<file path="config.mk">
export PLATFORM = sky130hd
export DESIGN_NAME = dm_arbiter
export DESIGN_NICKNAME = d
export VERILOG_FILES = /design/src/rtl/dm_arbiter.sv
export SDC_FILE = /design/constraint.sdc
export NUM_CORES = 1
export LEC_CHECK = 0
export BUFFER_PORTS_ARGS = -buffer_cell sky130_fd_sc_hd__buf_4
export CORE_MARGIN = 2
export CORE_UTILIZATION = 34
export CTS_BUF_LIST = sky130_fd_sc_hd__clkbuf_8
export DETAILED_ROUTE_END_ITERATION = 10
export GPL_TIMING_DRIVEN = 1
export HOLD_SLACK_MARGIN = 0.05
export PLACE_DENSITY = 0.67
export SLEW_MARGIN = 40
export SYNTH_ARGS = -nofsm -noshare
export SYNTH_HDL_FRONTEND = slang
export SYNTH_SLANG_ARGS = --single-unit
</file>
<file path="constraint.sdc">
create_clock -name clk -period 1.45 [get_ports clk]
set_input_delay 0.2175 -clock clk [delete_from_list [all_inputs] [get_ports clk]]
set_output_delay 0.2175 -clock clk [all_outputs]
set_load 0.005 [all_outputs]
</file>
<file path="src/rtl/dm_arbiter.sv">
// Data-memory access controller: arbitrates MEM-stage and DMA requests onto one single-port DM.
// Each access is held for LAT cycles. A wait counter bounds how long a pending DMA can be starved.
module dm_arbiter #(
  parameter int LAT          = 2,
  parameter int DMA_MAX_WAIT = 4
) (
  input  logic        clk,
  input  logic        reset,
  input  logic        cpu_req,
  input  logic        cpu_we,
  input  logic [31:0] cpu_addr,
  input  logic [31:0] cpu_wdata,
  output logic [31:0] cpu_rdata,
  output logic        cpu_stall,
  input  logic        dma_req,
  input  logic        dma_we,
  input  logic [31:0] dma_addr,
  input  logic [31:0] dma_wdata,
  output logic        dma_gnt,
  output logic        dma_done,
  output logic [31:0] dma_rdata,
  output logic        mem_we,
  output logic [31:0] mem_addr,
  output logic [31:0] mem_wdata,
  input  logic [31:0] mem_rdata,
  output logic [1:0]  o_dbg_state,
  output logic [7:0]  o_dbg_wait
);

  localparam int CW = $clog2(LAT) + 1;
  localparam int WW = $clog2(DMA_MAX_WAIT + 1);
  localparam logic [CW-1:0] LAST = CW'(LAT - 1);
  localparam logic [WW-1:0] WMAX = WW'(DMA_MAX_WAIT);

  // o_dbg_state encoding: 0 IDLE, 1 CPU_BUSY, 2 DMA_BUSY.
  typedef enum logic [1:0] {
    S_IDLE = 2'd0,
    S_CPU  = 2'd1,
    S_DMA  = 2'd2
  } state_t;

  state_t          r_state;
  state_t          w_next;
  logic [CW-1:0]   r_cnt;
  logic [WW-1:0]   r_wait;
  logic            r_lat_we;
  logic [31:0]     r_mem_addr;
  logic [31:0]     r_mem_wdata;
  logic [31:0]     r_dma_rdata;
  logic            w_grant_cpu;
  logic            w_grant_dma;
  logic            w_busy;
  logic            w_last;

  // Handshakes: a CPU access completes in the cycle cpu_req is high and cpu_stall is low;
  // dma_req is held by the requester until the one-cycle dma_done pulse.
  always_ff @(posedge clk or negedge reset) begin
    if (!reset) r_state <= S_IDLE;
    else        r_state <= w_next;
  end

  always_comb begin
    w_next      = r_state;
    w_grant_cpu = 1'b0;
    w_grant_dma = 1'b0;
    case (r_state)
      S_IDLE: begin
        if (dma_req && (r_wait == WMAX)) begin
          w_next      = S_DMA;
          w_grant_dma = 1'b1;
        end else if (cpu_req) begin
          w_next      = S_CPU;
          w_grant_cpu = 1'b1;
        end else if (dma_req) begin
          w_next      = S_DMA;
          w_grant_dma = 1'b1;
        end
      end
      S_CPU, S_DMA: begin
        // No back-to-back grant: a held cpu_req must pass through IDLE again.
        if (r_cnt == LAST) w_next = S_IDLE;
      end
      default: w_next = S_IDLE;
    endcase
  end

  always_comb begin
    w_busy    = (r_state != S_IDLE);
    w_last    = w_busy && (r_cnt == LAST);
    mem_we    = w_last && r_lat_we;
    cpu_stall = cpu_req && !((r_state == S_CPU) && w_last);
    dma_gnt   = (r_state == S_DMA);
    dma_done  = dma_gnt && w_last;
  end

  always_ff @(posedge clk or negedge reset) begin
    if (!reset) begin
      r_cnt       <= '0;
      r_wait      <= '0;
      r_lat_we    <= 1'b0;
      r_mem_addr  <= '0;
      r_mem_wdata <= '0;
      r_dma_rdata <= '0;
    end else begin
      if (w_grant_cpu) begin
        r_lat_we    <= cpu_we;
        r_mem_addr  <= cpu_addr;
        r_mem_wdata <= cpu_wdata;
        r_cnt       <= '0;
      end else if (w_grant_dma) begin
        r_lat_we    <= dma_we;
        r_mem_addr  <= dma_addr;
        r_mem_wdata <= dma_wdata;
        r_cnt       <= '0;
      end else if (w_busy) begin
        r_cnt <= r_cnt + CW'(1);
      end

      if (w_grant_dma) begin
        r_wait <= '0;
      end else if (dma_req && (r_state != S_DMA) && (r_wait != WMAX)) begin
        r_wait <= r_wait + WW'(1);
      end

      if (dma_done) r_dma_rdata <= mem_rdata;
    end
  end

  assign cpu_rdata   = mem_rdata;
  assign dma_rdata   = r_dma_rdata;
  assign mem_addr    = r_mem_addr;
  assign mem_wdata   = r_mem_wdata;
  assign o_dbg_state = r_state;
  assign o_dbg_wait  = 8'(r_wait);

endmodule

</file>
# Word-level counts from Yosys, hierarchy flattened

Index checks and enable logic that the tools add are counted.

Register bits after elaboration: 104
Latch bits: 0
Memory bits (writable): 0
ROM bits: 0
Input port bits: 166
Output and inout port bits: 142
Memories: 0

Add/sub/neg operators: 2
$mul: 0
Div/mod/pow operators: 0
Order comparisons: 0
Eq/ne operators: 8
Shift operators: 0
Multiplexer cells: 23
Bitwise logic cells: 0
Reductions and logical operators: 16

Operators by type and width:

| kind                                                            | count |
|---|---|
| 32-bit 2-to-1 mux                                               | 4 |
| 2-bit 2-to-1 mux                                                | 7 |
| 1-bit 2-to-1 mux                                                | 9 |
| 1-bit logical AND                                               | 8 |
| 3-bit 2-to-1 mux                                                | 2 |
| 2-bit nonzero test                                              | 3 |
| 2-bit by 1-bit == test with 1-bit output, second input constant | 2 |
| 2-bit inequality test, second input constant                    | 2 |
| 4-bit inequality test, second input constant                    | 1 |
| 2-bit one-hot mux with 2 select lines                           | 1 |
| 3-bit by 1-bit adder with 3-bit output, second input constant   | 1 |
| 3-bit == test, second input constant                            | 1 |
| 3-bit inequality test, second input constant                    | 1 |
| 3-bit nonzero test                                              | 1 |
| 2-bit by 1-bit adder with 2-bit output, second input constant   | 1 |
| 2-bit == test, second input constant                            | 1 |
| 2-bit logical NOT                                               | 1 |
| 2-bit AND reduction                                             | 1 |
| 2-bit OR reduction                                              | 1 |
| 1-bit logical NOT                                               | 1 |

# Logic depth before layout (Yosys ltp)

Depth after elaboration: 6
Mapped depth: 8
Gate-level depth less buffers: 5

# Worst setup path after synthesis

OpenSTA, ideal clock, no wires.

Path kind: register -> register
Start point: reg r_state[0] (netlist: o_dbg_state[0])
End point: reg r_dma_rdata[10] (netlist: dma_rdata[10])
Data arrival time: 1.499 ns
Setup slack: -0.177 ns
Stages on the path, launching flop included: 8
Path buffers: 2
Path through: dfrtp_1 > inv_1 > ha_1 > buf_2 > nor2b_2 > nand2_2 > buf_6 > mux2_1

Word-level cells in the longest chain between the ends: 3
Elaborated cells between the ends (all ways): 4
Those cells by class: eq/ne: 1; reduce/logical: 3

Ends and longest elaborated chain:

| item                     | line | RTL |
|---|---|---|
| start: declaration       | 42   | `state_t r_state;` |
| start signal: assignment | 59   | `else r_state <= w_next;` |
| 2-bit nonzero test       | 88   | `w_busy = (r_state != S_IDLE);` |
| 1-bit logical AND        | 89   | `w_last = w_busy && (r_cnt == LAST);` |
| 1-bit logical AND (*)    | 93   | `dma_done = dma_gnt && w_last;` |
| end signal: assignment   | 125  | `if (dma_done) r_dma_rdata <= mem_rdata;` |
| end: declaration         | 49   | `logic [31:0] r_dma_rdata;` |

Mark *: on every way between the ends. The rest lies on a longest branch, timed or not.
A chain may end at the register's enable or synchronous reset.

# Worst setup path in the final report

Start point: reg r_cnt[1]
End point: out mem_we

Word-level cells in the longest chain between the ends: 3

Ends and longest elaborated chain:

| item                                     | line | RTL |
|---|---|---|
| start: declaration                       | 44   | `logic [CW-1:0] r_cnt;` |
| start signal: assignment                 | 116  | `r_cnt <= r_cnt + CW'(1);` |
| 2-bit by 1-bit == test with 1-bit output | 89   |  |
| 1-bit logical AND                        | 89   |  |
| 1-bit logical AND                        | 90   | `mem_we = w_last && r_lat_we;` |
| end: declaration                         | 22   | `output logic mem_we,` |

No other way between the ends.

==> run_results.csv <==
group,metric,value,unit
grt,grt_usage,27.6,%
logic_synthesis,netlist_area,5310,um2
clocking,ctsLongestPathBuffers,2,
logic_synthesis,netlist_instances,534,
layout,n_fill_cell,1044,
sta,rsz0062_at_grt,"yes",
run_status,violations,"negative setup slack",
route,wl_per_cell,23.5,um
route,vias,5995,
layout,seq_area,2600,um2
layout,layout_commonest_cell,"buf_4",
grt,gr-total-overflow,0,
setup_path,r2r_start,"o_dbg_state[0]$_DFFE_PN0P_",
sta,fmax,0.566,GHz
logic_synthesis,synth_top_flop_cell,"dfrtp_1",
logic_synthesis,synth-edff-count,0,
logic_synthesis,syn_area_per_cell,9.93,um2
placed_design,gp_congestion,0.809,
route,ant_nets,0,
clocking,htreeDepth,3,
floorplan,dieArea,16600,um2
clocking,clockRootBuffer,"clkbuf_8",
pwr,leakage,4.63,nW
logic_synthesis,ys_types,30,
route,wl,24900,um
layout,drive_above_1_share,77.9,%
pwr,total_power,23.8,mW
grt,antenna_found_initial,0,
setup_path,critPathArrivalTime,1550,ps
pwr,power.density,2200,nW/um2
placed_design,post_dp_cell_area,7800,um2
placed_design,dp_slack,-188,ps
logic_synthesis,async_flop_share,100,%
sta,tightest_slew,601,ps
clocking,cts.sinks,104,
logic_synthesis,yosysSeqAreaShare,49.1,%
route,viasPerCell,5.67,
route,dr.pass1.iters,6,
sta,slew_viol_final,0,
setup_path,path_max_fanout,3,
floorplan,core.rowCount,45,
clocking,clk_latency,380,ps
floorplan,dieHeight,129,um
worst_hold_path,hp-start,"dma_wdata[26]",
pwr,irDropWorstVdd,1.10,mV
setup_path,crit_type,"flip-flop to output pin",
grt,grt_max_degree,40,
setup_path,critPathLaunchType,"flip-flop",
floorplan,core,15200,um2
setup_path,crit_required,1230,ps
sta,hold_violations,0,
clocking,cts_tree,"built",
route,drt_iter0_drc,446,
layout,multi_input_area,3700,um2
sta,setup_slack,-318,ps
sta,setup_violations,107,
sta,totalNegativeSetupSlack,-17360,ps
sta,skew,7.51,ps
placed_design,dp.cells,968,
setup_path,cp-startpoint,"r_cnt[1]$_DFFE_PN0P_",
run_status,run_status,"finished with violations",
clocking,clkTransAtPathRegs,110,ps
layout,nNetsFinal,1037,
layout,utilization,71.1,%
layout,syn_to_final_growth,104,%
grt,grt_pass1_wl,34800,um
grt,grt_pass1_vias,6293,
layout,fin_area,10800,um2
worst_hold_path,hold_class,"input pin to flip-flop",
placed_design,io_buffers,302,
setup_path,worst_setup_path_end_kind,"output pin",
floorplan,initial_utilization,34.9,%
logic_synthesis,yosys_warnings,0,
layout,instances_no_fill,1058,
logic_synthesis,ys_ff_latch,104,
sta,timing.hold.ws,61.9,ps
placed_design,dp_hpwl,12900,um
sta,max_slew_margin,60.0,%
sta,min_period_over_period,122,%
layout,layout_common_cells,"312 x buf_4, 104 x dfrtp_1, 61 x a41oi_2",
route,drc,0,
clocking,cts_buffers,9,
floorplan,die_w,129,um
layout,n_antenna_cell,0,
sta,layout_min_cycle_time,1770,ps
flow_run,drv_cap,0,
floorplan,io_pins,308,
[path summary, 6_finish.rpt]
kind                                        endpoint  slack (ps)  cells after the start
min                        mem_wdata[26]$_DFFE_PN0P_          60                      3
min reg2reg                     r_cnt[1]$_DFFE_PN0P_         510                      2
min in group asynchronous  mem_wdata[21]$_DFFE_PN0P_         270                      2
max                                           mem_we        -320                      6
max in group asynchronous  dma_rdata[10]$_DFFE_PN0P_         640                      3
max reg2reg                 mem_wdata[0]$_DFFE_PN0P_        -240                      8
[cells by family (layout without fill, tap and decap cells)]
| group | Yosys count | in the layout | synth area share (%) |
|---|---|---|---|
| AO/OA/AOI/OAI | 208 | 208 | 24.4 |
| adder cells (fa/ha/maj) | 6 | 6 | 1.42 |
| buffers and inverters | 98 | 429 | 11.4 |
| flip-flops | 104 | 104 | 49.1 |
| multiplexers | 33 | 33 | 6.98 |
| other | 1 | 5 | 0.0707 |
| AND/OR/NAND/NOR | 84 | 85 | 6.67 |
[Yosys cell counts, types with 2 or more instances]
library cell  count  share of area, %
mux2_2            3              0.64
nand2_1           5              0.35
o21ai_1          56               5.3
or3_1             2              0.24
nand2b_1          3              0.35
buf_6             7               1.5
inv_1             7              0.50
clkbuf_1         22               1.6
buf_2            20               1.9
nand3_1           2              0.19
mux2_1           29               6.2
o21ai_0          14               1.3
a41oi_1          65                11
ha_1              6               1.4
dfrtp_1         104                49
nor2_1           65               4.6
and2_1            2              0.24
buf_4            42               5.9
a21oi_1          69               6.5
[per-layer routing]
| metal | global-route usage [%] | part of all wire [%] | vias to the layer above |
|---|---|---|---|
| met5 | 0 | 0 | - |
| met4 | 12.0 | 2.8 | 0 |
| met3 | 6.28 | 7.2 | 65 |
| met2 | 46.7 | 51 | 361 |
| met1 | 33.9 | 39 | 2969 |
| li1 | - | - | 2600 |
[power by group]
group	total [mW]	internal, mW	switching, mW
clock network	1.87	0.678	1.19
logic	16.2	8.91	7.32
registers	5.68	4.39	1.28
[sequential cells by signal (all words and copies together) (netlist names)]
name and flops:
dma_rdata 32, mem_addr 32, o_dbg_state 2, mem_wdata 32, r_wait 3, r_lat_we 1
r_cnt 2
[layout make-up]
class | count | share of cell area, %
repair buffers | 406 | 37.5
multi-input cells | 337 | 34.2
flip-flops and latches | 104 | 24.1
well taps | 188 | 2.18
clock buffers | 9 | 1.15
clock inverters | 7 | 0.660
inverters | 7 | 0.243
[worst max-delay path, cell delays in order (launching register included)]
cell and delay [ps]:
dfrtp_1 390, inv_1 60, ha_2 180, nor2b_4 200, buf_6 120, and2_4 130, buf_6 90
[timing repair]
item | 4_1_cts | 5_1_grt
hold buffers | 12 | 2
setup endpoints to repair | 108 | 109
pin swaps | 29 | 49
setup buffers | 31 | 10
resized for setup | 224 | 184
hold endpoints to repair | 62 | 2
gates cloned | 32 | 7
(Power assumes the default switching activity.)
